===== config.mk =====
export PLATFORM = sky130hd
export DESIGN_NAME = ipod_playback_ctrl
export DESIGN_NICKNAME = d
export VERILOG_FILES = /design/src/rtl/ipod_ctrl_pkg.sv /design/src/rtl/ipod_addr_step.sv /design/src/rtl/ipod_playback_ctrl.sv
export SDC_FILE = /design/constraint.sdc
export NUM_CORES = 1
export LEC_CHECK = 0
export ABC_AREA = 1
export ABC_CLOCK_PERIOD_IN_PS = 8900
export CELL_PAD_IN_SITES_DETAIL_PLACEMENT = 1
export CELL_PAD_IN_SITES_GLOBAL_PLACEMENT = 1
export CORE_AREA = 2 2 107 135
export DETAILED_ROUTE_END_ITERATION = 8
export DIE_AREA = 0 0 109 137
export GPL_ROUTABILITY_DRIVEN = 0
export PLACE_DENSITY_LB_ADDON = 0.1
export REMOVE_ABC_BUFFERS = 1
export SLEW_MARGIN = 20
export SYNTH_ARGS = -nofsm -noshare
export SYNTH_HDL_FRONTEND = slang
export SYNTH_SLANG_ARGS = --single-unit

===== constraint.sdc =====
create_clock -name clk -period 8.9 [get_ports clk]
set_input_delay 1.78 -clock clk [delete_from_list [all_inputs] [get_ports clk]]
set_output_delay 1.78 -clock clk [all_outputs]
set_load 0.03 [all_outputs]

===== src/rtl/ipod_ctrl_pkg.sv =====
// Shared types and constants for the iPod flash-to-audio playback controller.
// Holds the FSM state encoding, the default song geometry and the half-word selector.
package ipod_ctrl_pkg;

  localparam int ADDR_W = 23;
  localparam logic [ADDR_W-1:0] LAST_ADDR = 23'h7FFFF;

  typedef enum logic [2:0] {
    IDLE,
    REQ,
    WAIT_DATA,
    WAIT_TICK_A,
    OUT_A,
    WAIT_TICK_B,
    OUT_B,
    ADVANCE
  } state_e;

  typedef enum logic {HALF_LO, HALF_HI} half_e;

  function automatic logic [15:0] pick_half(input logic [31:0] word, input half_e half);
    return (half == HALF_HI) ? word[31:16] : word[15:0];
  endfunction

endpackage


===== src/rtl/ipod_addr_step.sv =====
// Next flash word address: restart jumps to the start of the song for the current
// direction, otherwise step one word forward/backward with wrap at 0 and LAST_ADDR.
module ipod_addr_step #(
  parameter int                ADDR_W    = ipod_ctrl_pkg::ADDR_W,
  parameter logic [ADDR_W-1:0] LAST_ADDR = ipod_ctrl_pkg::LAST_ADDR
) (
  input  logic [ADDR_W-1:0] addr,
  input  logic              dir_fwd,
  input  logic              restart,
  output logic [ADDR_W-1:0] next_addr
);

  always_comb begin
    if (restart) begin
      next_addr = dir_fwd ? '0 : LAST_ADDR;
    end else if (dir_fwd) begin
      next_addr = (addr == LAST_ADDR) ? '0 : addr + ADDR_W'(1);
    end else begin
      next_addr = (addr == '0) ? LAST_ADDR : addr - ADDR_W'(1);
    end
  end

endmodule


===== src/rtl/ipod_playback_ctrl.sv =====
// Flash-to-audio playback sequencer: fetches 32-bit words over Avalon-MM, emits two
// 16-bit samples per word on 22 kHz ticks. Optional IPOD_VOLUME_SHIFT_EN adds volume_shift.
module ipod_playback_ctrl #(
  parameter int                ADDR_W     = ipod_ctrl_pkg::ADDR_W,
  parameter logic [ADDR_W-1:0] LAST_ADDR  = ipod_ctrl_pkg::LAST_ADDR,
  parameter int                UNDERRUN_W = 16
) (
  input  logic                  clk,
  input  logic                  reset,
  input  logic                  sample_tick,
  input  logic                  play,
  input  logic                  dir_fwd,
  input  logic                  restart,
  output logic                  flash_read,
  output logic [ADDR_W-1:0]     flash_address,
  input  logic                  flash_waitrequest,
  input  logic [31:0]           flash_readdata,
  input  logic                  flash_readdatavalid,
`ifdef IPOD_VOLUME_SHIFT_EN
  input  logic [1:0]            volume_shift,
`endif
  output logic [15:0]           audio_out,
  output logic                  audio_valid,
  output logic [UNDERRUN_W-1:0] underrun_cnt
);
  import ipod_ctrl_pkg::*;

  state_e            r_state, w_state_nxt;
  logic [ADDR_W-1:0] r_addr, w_next_addr;
  logic [31:0]       r_word;
  logic              r_fwd;       // half order of the word in flight
  logic              r_pending;
  logic              r_restart;
  logic              w_consume;
  half_e             w_half;
  logic [15:0]       w_sample, w_shaped;

  ipod_addr_step #(
    .ADDR_W    (ADDR_W),
    .LAST_ADDR (LAST_ADDR)
  ) u_addr_step (
    .addr      (r_addr),
    .dir_fwd   (dir_fwd),
    .restart   (r_restart | restart),
    .next_addr (w_next_addr)
  );

  assign w_consume = play && (sample_tick || r_pending) &&
                     (r_state == WAIT_TICK_A || r_state == WAIT_TICK_B);

  // Forward plays low half first; backward plays high half first.
  assign w_half   = ((r_state == WAIT_TICK_A) == r_fwd) ? HALF_LO : HALF_HI;
  assign w_sample = pick_half(r_word, w_half);
`ifdef IPOD_VOLUME_SHIFT_EN
  assign w_shaped = $signed(w_sample) >>> volume_shift;
`else
  assign w_shaped = w_sample;
`endif

  assign flash_read    = (r_state == REQ);
  assign flash_address = r_addr;
  assign audio_valid   = (r_state == OUT_A) || (r_state == OUT_B);

  always_comb begin
    // NOTE: default first so every path assigns the next state and no latch is inferred.
    w_state_nxt = r_state;
    case (r_state)
      IDLE:        if (play)                w_state_nxt = REQ;
      REQ:         if (!flash_waitrequest)  w_state_nxt = WAIT_DATA;
      WAIT_DATA:   if (flash_readdatavalid) w_state_nxt = WAIT_TICK_A;
      WAIT_TICK_A: if (w_consume)           w_state_nxt = OUT_A;
      OUT_A:                                w_state_nxt = WAIT_TICK_B;
      WAIT_TICK_B: if (w_consume)           w_state_nxt = OUT_B;
      OUT_B:                                w_state_nxt = ADVANCE;
      ADVANCE:     w_state_nxt = play ? REQ : IDLE;
      default:     w_state_nxt = IDLE;
    endcase
  end

  // NOTE: non-blocking assignments so every register samples pre-edge values.
  always_ff @(posedge clk or posedge reset) begin
    if (reset) begin
      r_state      <= IDLE;
      r_addr       <= '0;
      r_word       <= '0;
      r_fwd        <= 1'b1;
      r_pending    <= 1'b0;
      r_restart    <= 1'b0;
      audio_out    <= '0;
      underrun_cnt <= '0;
    end else begin
      r_state <= w_state_nxt;

      if ((r_state == IDLE && restart) || r_state == ADVANCE) r_addr <= w_next_addr;
      if ((r_state == IDLE && play) || r_state == ADVANCE)    r_fwd  <= dir_fwd;

      if (r_state == ADVANCE)                  r_restart <= 1'b0;
      else if (restart && r_state != IDLE)     r_restart <= 1'b1;

      if (r_state == WAIT_DATA && flash_readdatavalid) r_word <= flash_readdata;
      if (w_consume) audio_out <= w_shaped;

      // A tick landing while pending is consumed becomes the new pending tick.
      if (w_consume) begin
        r_pending <= r_pending && sample_tick;
      end else if (sample_tick) begin
        r_pending <= 1'b1;
        if (r_pending && underrun_cnt != '1) underrun_cnt <= underrun_cnt + UNDERRUN_W'(1);
      end
    end
  end

endmodule


==> flow_summary.ini <==
[timing]
max_freq_mhz = 273
worst_pin_slew_ns = 0.942
maxSlewHeadroom_pct = 37.2
rsz0062_at_grt = no
fin_skew_ns = 0.00671
period_needed_ns = 3.66
hold_viol_final = 0
tns_ns = 0
setup_viol = 0
finalCritPeriodShare_pct = 41.2
slew_violations = 0

[logic_synthesis]
netlist_area_um2 = 5650
synth_top_area_cell = dfrtp_1
synth_area_leaders = dfrtp_1 (41%), nand2_1 (13%), nor2_1 (7.4%)
syn_area_per_cell_um2 = 7.38
synth_top_area_share_pct = 40.8
ys_ff_latch = 93
yosysUniqueCellTypes = 38
yosys_warnings = 0
seq_area_frac_synth_pct = 41.2
syn-instance-count = 765

[critical_path]
crit_fanout = 30
critPathTopFamily = buffers and inverters
cp_slowest_cell = clkinv_1
worstSetupPathType = in -> reg
ff2ff_setup_slack_ns = 6.60
startpoint = dir_fwd
r2r-end = audio_out[0]$_DFFE_PP0P_
arrival_ns = 3.88
worstSetupEndpoint = flash_address[7]$_DFFE_PP0P_
cp_num_cells = 7
reg2reg_depth = 6
cp.required_ns = 9.12
startpoint_type = input port
crit_path_end_kind = register
critPathMaxStageDelay_ns = 0.63
reg2reg_from = r_state[0]$_DFFE_PP0P_
crit_chain = clkdlybuf4s50_1 > buf_4 > clkinv_1 > nand2_1 > inv_1 > o21ai_0 > o211ai_1
critical_path_buf_inv_count = 4

[power]
power_density_nw_per_um2 = 345
switching_share_pct = 48.0
p_leak_uw = 0.00309
clockPowerShare_pct = 15.7
pwr-share-comb_pct = 50.3
seqPwrFrac_pct = 34.0
internal-power_uw = 1260
peakVddDrop_uv = 151
p_switching_uw = 1170

[min_path]
hp-class = reg -> reg

[die]
row_count = 48
core_um2 = 13600
die_height_um = 137
pin_count = 97
start_util_pct = 41.4
chipWidth_um = 109
dieArea_um2 = 14900

[clock_tree]
cts.htree.levels = 3
post_cts_buffers = 0
cts_made_buffers = 9
clkTransAtPathRegs_ns = 0.07
post_cts_resized = 0
cts_tree = done
clockBufferDepth = 2
clock_latency_ns = 0.34
clock_sinks = 93
root_buffer = clkbuf_16
hold_buffers = 0

[global_routing]
use_met2_pct = 46.8
grt_pass1_vias = 5844
overflow = 0
grtUsageMet3_pct = 4.62
grt_antenna_before_repair = 0
met1_usage_pct = 28.4
grt_max_degree = 76
grt_pass1_wl_um = 29400
grt_most_used_layer = met2
track_usage_pct = 25.5

[finish]
layout-drive-gt1-share_pct = 10.7
final_common_cell = nand2_1
diodes = 0
post-route-util_pct = 51.6
areaGrowthSynthToFinish_pct = 24.5
final_cell_mix = nand2_1 (200), nor2_1 (111), clkdlybuf4s50_1 (96), dfrtp_1 (92), inv_1 (60)
final_nets = 896

[route]
routed_via_density = 5.35
routed_wl_um = 18200
drc = 0
drtAntennaViolNets = 0
first_pass_iters = 4
wl_per_cell_um = 17.7
drt-initial-drc-count = 220
vias = 5517

[place]
io_buffers = 96
place_hpwl_um = 13500

[run_status]
status = finished, final reports clean

[flow_run]
max_cap_violations = 0
per-layer routing:
layer	part of all wire, %	vias up	routed length [um]
li1	-	2659	-
met1	39	2686	7160
met2	53	128	9630
met3	4.1	44	746
met4	3.9	0	707
met5	0	-	0
power by group through the flow:
stage	clock (uW)	combinational [uW]	sequential (uW)
floorplan	0	617	953
global placement	0	1180	814
CTS	391	1240	826
global route	405	1350	858
finish	381	1220	826
detailed placement	0	1230	830
worst min-delay path, delay by kind of cell (launching register included):
family	cells	cell delay, ns
flip-flops	1	0.35
AO/OA/AOI/OAI	1	0.06
AND/OR/NAND/NOR	1	0.05
worst min-delay path by stage:
stage / start / end / slack (ns) / depth (start not counted)
floorplan: r_pending$_DFFE_PP0P_ / r_pending$_DFFE_PP0P_ / 0.47 / 2
global route: audio_out[7]$_DFFE_PP0P_ / audio_out[7]$_DFFE_PP0P_ / 0.54 / 2
detailed placement: audio_out[1]$_DFFE_PP0P_ / audio_out[1]$_DFFE_PP0P_ / 0.48 / 2
finish: audio_out[1]$_DFFE_PP0P_ / audio_out[1]$_DFFE_PP0P_ / 0.50 / 2
CTS: audio_out[1]$_DFFE_PP0P_ / audio_out[1]$_DFFE_PP0P_ / 0.50 / 2
global placement: audio_out[1]$_DFFE_PP0P_ / audio_out[1]$_DFFE_PP0P_ / 0.47 / 2
through the flow:
stage | instance area [um2] | std cells | power [uW] | hold WS, ns | setup WS [ns]
3_5_place_dp | 6740 | 1016 | 2060 | 0.481 | 4.93
5_1_grt | 7030 | 1032 | 2610 | 0.535 | 5.08
3_3_place_gp | 6740 | 1016 | 1990 | 0.468 | 5.03
6_report | 7030 | 1032 | 2430 | 0.497 | 5.24
4_1_cts | 7030 | 1032 | 2450 | 0.499 | 5.27
2_1_floorplan | 5530 | 741 | 1570 | 0.468 | 4.70
cells in the mapped netlist:
library cell	n
a21oi_1	14
a31oi_1	1
and3_1	1
buf_2	16
buf_4	1
buf_6	1
clkbuf_1	6
clkinv_1	1
dfrtp_1	92
dfstp_2	1
ha_1	4
inv_1	61
inv_2	8
mux2_2	32
nand2_1	200
nand2_2	9
nand3_1	56
nand3_2	1
nand3b_1	1
nand4_1	19
nor2_1	111
nor2_2	14
nor2_4	1
nor3_1	8
nor3_2	1
nor3_4	1
nor4_1	2
o211ai_1	4
o21ai_0	51
o21ai_1	16
o21ai_2	1
o21bai_1	2
o221ai_1	1
o31ai_1	1
or2_1	1
or2_2	2
xnor2_1	6
xor2_1	17
area by class of cell:
| class | count | area, um2 |
|---|---|---|
| sequential | 93 | 2330 |
| multi-input combinational | 578 | 2940 |
| tap | 175 | 219 |
| inverter | 70 | 264 |
| timing repair buffer | 100 | 991 |
| clock buffer | 9 | 225 |
| clock inverter | 7 | 66.3 |
| fill | 1729 | 6600 |
logic make-up (layout without fill, tap and decap cells):
logic type | after synthesis | in the layout | synth area share [%]
adders and majority gates | 4 | 4 | 0.886
AOI/OAI and AO/OA | 91 | 91 | 8.53
DFF | 93 | 93 | 41.2
buffers and inverters | 94 | 186 | 6.80
and+or+nand+nor | 428 | 428 | 32.6
xor gates and xnor gates | 23 | 23 | 3.57
muxes | 32 | 32 | 6.38
sequential cells by signal (all words and copies together), names as in the netlist:
| name | count |
|---|---|
| r_pending | 1 |
| audio_out | 16 |
| flash_address | 23 |
| r_fwd | 1 |
| r_word | 32 |
| r_restart | 1 |
| underrun_cnt | 16 |
| r_state | 3 |
No activity file was read; power rests on OpenSTA's default activity.
